### src/rtl/fetch_pkg.sv
// Shared definitions for the instruction-fetch stage: NOP encoding, FSM state type, default reset PC.
package fetch_pkg;

  localparam logic [31:0] NOP_INSTR = 32'h0000_0013;
  localparam int unsigned RESET_PC_DEFAULT = 0;

  typedef enum logic [1:0] {
    REQ  = 2'd0,
    WAIT = 2'd1,
    HOLD = 2'd2,
    DROP = 2'd3
  } fetch_state_e;

endpackage

### src/rtl/fetch_ifid_reg.sv
// IF/ID pipeline register: write enable, flush-to-NOP, and a valid bit (bubble = NOP with valid=0).
module ifid_reg
  import fetch_pkg::*;
#(
  parameter int XLEN = 32
) (
  input  logic            clk,
  input  logic            reset,
  input  logic            write_en,
  input  logic            flush,
  input  logic            load,
  input  logic [XLEN-1:0] pc_in,
  input  logic [31:0]     instr_in,
  output logic [XLEN-1:0] pc,
  output logic [31:0]     instr,
  output logic            valid
);

  // Flush wins over a held register; a write without a load inserts a bubble and keeps pc.
  always_ff @(posedge clk) begin
    if (reset) begin
      pc    <= '0;
      instr <= NOP_INSTR;
      valid <= 1'b0;
    end else if (flush) begin
      instr <= NOP_INSTR;
      valid <= 1'b0;
    end else if (write_en) begin
      if (load) begin
        pc    <= pc_in;
        instr <= instr_in;
        valid <= 1'b1;
      end else begin
        instr <= NOP_INSTR;
        valid <= 1'b0;
      end
    end
  end

endmodule

### src/rtl/fetch_unit.sv
// Instruction-fetch stage: PC, REQ/WAIT/HOLD/DROP fetch FSM, stall hold buffer, IF/ID register.
// Optional FETCH_PERF_EN adds fetch/stall/flush performance counters.
module fetch_unit
  import fetch_pkg::*;
#(
  parameter int              XLEN     = 32,
  parameter logic [XLEN-1:0] RESET_PC = XLEN'(RESET_PC_DEFAULT)
) (
  input  logic            clk,
  input  logic            reset,
  input  logic            PCWrite,
  input  logic            IFID_Write,
  input  logic            flush,
  input  logic [XLEN-1:0] branch_target,
  output logic            imem_req_valid,
  output logic [XLEN-1:0] imem_req_addr,
  input  logic            imem_req_ready,
  input  logic            imem_rsp_valid,
  input  logic [31:0]     imem_rsp_data,
  output logic [XLEN-1:0] IFID_pc,
  output logic [31:0]     IFID_instr,
  output logic            IFID_valid,
  output fetch_state_e    dbg_state
`ifdef FETCH_PERF_EN
  ,
  output logic [31:0]     perf_fetched,
  output logic [31:0]     perf_stall_cycles,
  output logic [31:0]     perf_flushes
`endif
);

  fetch_state_e    state, state_next;
  logic [XLEN-1:0] pc, pc_next;
  logic [XLEN-1:0] req_pc, req_pc_next;
  logic [31:0]     hold_data, hold_data_next;
  logic [31:0]     deliver_instr;
  logic [XLEN-1:0] target;
  logic            stall;
  logic            deliver;

  assign stall     = !PCWrite || !IFID_Write;
  assign target    = {branch_target[XLEN-1:2], 2'b00};
  assign dbg_state = state;

  // Request handshake: a request transfers on a rising edge where imem_req_valid && imem_req_ready;
  // valid never depends on ready, and at most one request is outstanding.
  always_comb begin
    state_next     = state;
    pc_next        = pc;
    req_pc_next    = req_pc;
    hold_data_next = hold_data;
    deliver        = 1'b0;
    deliver_instr  = imem_rsp_data;
    imem_req_valid = 1'b0;
    imem_req_addr  = pc;
    case (state)
      REQ: begin
        imem_req_valid = 1'b1;
        if (flush) begin
          // An old-address request accepted now must have its response dropped.
          state_next = imem_req_ready ? DROP : REQ;
        end else if (imem_req_ready) begin
          req_pc_next = pc;
          state_next  = WAIT;
        end
      end
      WAIT: begin
        if (flush) begin
          state_next = imem_rsp_valid ? REQ : DROP;
        end else if (imem_rsp_valid) begin
          if (stall) begin
            hold_data_next = imem_rsp_data;
            state_next     = HOLD;
          end else begin
            deliver    = 1'b1;
            state_next = REQ;
          end
        end
      end
      HOLD: begin
        if (flush) begin
          hold_data_next = '0;
          state_next     = REQ;
        end else if (!stall) begin
          deliver       = 1'b1;
          deliver_instr = hold_data;
          state_next    = REQ;
        end
      end
      DROP: begin
        if (imem_rsp_valid) state_next = REQ;
      end
      default: state_next = REQ;
    endcase
    if (flush) pc_next = target;
    else if (deliver) pc_next = pc + XLEN'(4);
    if (reset) imem_req_valid = 1'b0;
  end

  always_ff @(posedge clk) begin
    if (reset) begin
      state     <= REQ;
      pc        <= RESET_PC;
      req_pc    <= RESET_PC;
      hold_data <= '0;
    end else begin
      state     <= state_next;
      pc        <= pc_next;
      req_pc    <= req_pc_next;
      hold_data <= hold_data_next;
    end
  end

  ifid_reg #(.XLEN(XLEN)) u_ifid (
    .clk      (clk),
    .reset    (reset),
    .write_en (IFID_Write),
    .flush    (flush),
    .load     (deliver),
    .pc_in    (req_pc),
    .instr_in (deliver_instr),
    .pc       (IFID_pc),
    .instr    (IFID_instr),
    .valid    (IFID_valid)
  );

`ifdef FETCH_PERF_EN
  always_ff @(posedge clk) begin
    if (reset) begin
      perf_fetched      <= '0;
      perf_stall_cycles <= '0;
      perf_flushes      <= '0;
    end else begin
      if (deliver) perf_fetched <= perf_fetched + 32'd1;
      if (stall && !flush) perf_stall_cycles <= perf_stall_cycles + 32'd1;
      if (flush) perf_flushes <= perf_flushes + 32'd1;
    end
  end
`endif

endmodule
### config.mk
export PLATFORM = sky130hd
export DESIGN_NAME = fetch_unit
export DESIGN_NICKNAME = d
export VERILOG_FILES = /design/src/rtl/fetch_pkg.sv /design/src/rtl/fetch_ifid_reg.sv /design/src/rtl/fetch_unit.sv
export SDC_FILE = /design/constraint.sdc
export NUM_CORES = 1
export LEC_CHECK = 0
export BUFFER_PORTS_ARGS = -buffer_cell sky130_fd_sc_hd__buf_4
export CAP_MARGIN = 20
export CORE_MARGIN = 2
export CORE_UTILIZATION = 48
export DETAILED_ROUTE_END_ITERATION = 7
export PLACE_DENSITY = 0.82
export SLEW_MARGIN = 30
export SYNTH_ARGS = -nofsm -noshare
export SYNTH_HDL_FRONTEND = slang
export SYNTH_SLANG_ARGS = --single-unit
### constraint.sdc
create_clock -name clk -period 2 [get_ports clk]
set_input_delay 0.1 -clock clk [delete_from_list [all_inputs] [get_ports clk]]
set_output_delay 0.1 -clock clk [all_outputs]
set_load 0.01 [all_outputs]
==> impl_metrics.tcl <==
set metrics [dict create \
    comb_power_share_pct 14.6 \
    die_w_microns 121 \
    end_kind "flip-flop" \
    area_growth_pct 44.2 \
    met2_usage_pct 46.6 \
    grt_max_degree 47 \
    final_nets 1164 \
    fin_crit_ns 1.94 \
    num_antenna_cells 0 \
    status "complete, no violations" \
    setup_viol 0 \
    syn_inst 857 \
    hpwl_microns 12600 \
    initial_core_util_pct 49.5 \
    gp_congestion 0.836 \
    yosysWarningCount 0 \
    yosys.area.top_type "dfxtp_1" \
    netlist_top_cells_count "nand2_1, dfxtp_1, a21oi_1" \
    synth_edf_count 0 \
    switching_share_pct 25.8 \
    clk_latency_ns 0.42 \
    core_sq_um 13300 \
    dpl_cell_area_sq_um 8240 \
    p_total_mw 7.71 \
    synth_area_per_cell_sq_um 7.72 \
    finalClockSkew_ns 0.00718 \
    rsz0062_at_grt "yes" \
    pre_cts_slack_ns -0.0192 \
    yosysTopAreaCellShare_pct 47.5 \
    vdd_ir_drop_max_uv 465 \
    rows 42 \
    power.switching_mw 1.99 \
    grt_pass1_wl_microns 32900 \
    cts_sinks 157 \
    grt_overflow 0 \
    relSlewSlack_pct 57.3 \
    synth_ff_type "dfxtp_1" \
    clockBufferDepth 2 \
    period_share_pct 96.8 \
    grt_pass1_vias 6693 \
    root_buffer "clkbuf_16" \
    drc_errors 0 \
    num_vias 7060 \
    cts.htree.levels 4 \
    required_ns 2.36 \
    gr-usage-met3_pct 6.81 \
    drtIter0Drc 538 \
    port_buffers 164 \
    clkTransAtPathRegs_ns 0.06 \
    p_per_area_nw_per_um2 808 \
    die_h_microns 121 \
    dr.pass1.iters 5 \
    viasPerCell 5.54 \
    grt_use_met1_pct 34.2 \
    tritoncts "built" \
    intPower_mw 5.72 \
    crit_fanout 5 \
    ys_ff_latch 157 \
    yosys-top-cells-area "dfxtp_1, nand2_1, a21oi_1" \
    seq_power_share_pct 43.0 \
    tightest_slew_ns 0.641 \
    grt_usage_pct 27.9 \
    dp.cells 1181 \
    crit_path_start_kind "flip-flop" \
    ys_types 44 \
    fmax_mhz 517 \
    avgRoutedWirePerCell_microns 16.1 \
    final_cells 1275 \
    drive_gt1_share_pct 25.1 \
    postRouteAntennaNets 0 \
    cts_buffers 17 \
    maxCapViolCount 0 \
    synth.most_common_cell "nand2_1" \
    yosysSeqAreaShare_pct 47.5 \
    syn-cell-area_sq_um 6610 \
    p_clk_share_pct 42.4 \
    async_reset_ff_share_pct 0 \
    power_leakage_nw 3.82 \
    ios 171 \
    slew_viol_final 0 \
    setup_tns_ns 0 \
    cp.arrival_ns 2.29 \
    finalWirelength_microns 20600 \
    path_class "reg -> reg" \
    layout_setup_ws_ns 0.0645 \
    hold_violations 0 \
    final_area_sq_um 9540 \
    top_usage_layer "met2" \
    hold_path.class "in -> reg" \
    antenna_found_initial 0 \
    dieArea_sq_um 14700 \
]
==> placed cells by master, fill, tap and decap left out, types with 17 or more instances in the layout <==
cell type and count:
a22oi_1 34, dlygate4sd3_1 57, dfxtp_1 155, clkbuf_16 17, a31oi_1 19, nand2_1 225, a21oi_1 138, nor2_1 75
buf_4 207, nand3_1 18
==> power by group through the flow <==
stage | Clock (mW) | Combinational [mW] | Sequential (mW)
4_1_cts | 3.28 | 1.05 | 3.30
3_3_place_gp | 0 | 0.938 | 3.37
6_report | 3.27 | 1.13 | 3.31
2_1_floorplan | 0 | 0.486 | 3.39
5_1_grt | 3.43 | 1.22 | 3.32
3_5_place_dp | 0 | 0.956 | 3.37
==> cell type report <==
class / instances / area (sq um)
clock inverters: 11 / 144
flip-flops and latches: 157 / 3150
repair buffers: 275 / 2280
well taps: 176 / 220
fillers: 1023 / 3810
multi-input cells: 627 / 3260
inverters: 9 / 36.3
clock buffers: 20 / 447
==> state kept, by name, summed over array words and instances (netlist names) <==
signal / count
dbg_state: 2
hold_data: 32
imem_req_addr: 30
req_pc: 30
u_ifid.instr: 32
u_ifid.pc: 30
u_ifid.valid: 1
==> worst paths after layout <==
path | slack (ns) | cells after the start | start | to
max | 0.06 | 10 | dbg_state[0]$_SDFFE_PP0P_ | imem_req_addr[6]$_SDFFE_PP0P_
min | 0.04 | 3 | flush | imem_req_addr[11]$_SDFFE_PP0P_
max reg2reg | 0.06 | 10 | dbg_state[0]$_SDFFE_PP0P_ | imem_req_addr[6]$_SDFFE_PP0P_
min reg2reg | 0.45 | 2 | req_pc[10]$_SDFFE_PP0P_ | u_ifid.pc[10]$_SDFFE_PP0P_
==> worst max-delay path, stage by stage, from the launching register on <==
cell and delay (ns):
dfxtp_4 0.39, inv_4 0.05, ha_4 0.24, nand4b_1 0.11
buf_4 0.17, nor2_4 0.12, buf_6 0.12, buf_4 0.11
nand4_1 0.10, mux2_2 0.29, a21oi_1 0.15
==> cells by family (layout without fill, tap and decap cells) <==
group | after synthesis | after routing | synth area share, %
other | 1 | 4 | 0.0567
adders and majority gates | 6 | 6 | 1.14
muxes | 11 | 11 | 1.80
xor gates and xnor gates | 3 | 3 | 0.397
and+or+nand+nor | 379 | 379 | 24.8
buffers and inverters | 77 | 315 | 4.73
DFF | 157 | 157 | 47.5
AOI/OAI and AO/OA | 223 | 224 | 19.5
==> routing by layer <==
metal	up-vias	share of wire, %	wire, microns
met5	-	0	0
li1	3406	-	-
met4	0	2.6	530
met3	51	8.1	1660
met2	344	49	10000
met1	3259	41	8340
==> through the flow <==
| step | hold slack [ns] | util, % |
|---|---|---|
| 2_1_floorplan | 0.245 | - |
| 3_3_place_gp | 0.355 | 61.7 |
| 3_5_place_dp | 0.367 | 61.7 |
| 4_1_cts | 0.0286 | 70.5 |
| 5_1_grt | 0.0343 | 71.5 |
| 6_report | 0.0431 | 71.5 |
==> what timing repair did <==
item,CTS,global route
buffers inserted,2,3
hold buffers,57,0
gates resized for setup,0,23
hold endpoints to repair,58,0
gates cloned,0,1
endpoints found under the setup margin,1,77
pin swaps,1,4
Power figures use the tool's default switching activity.
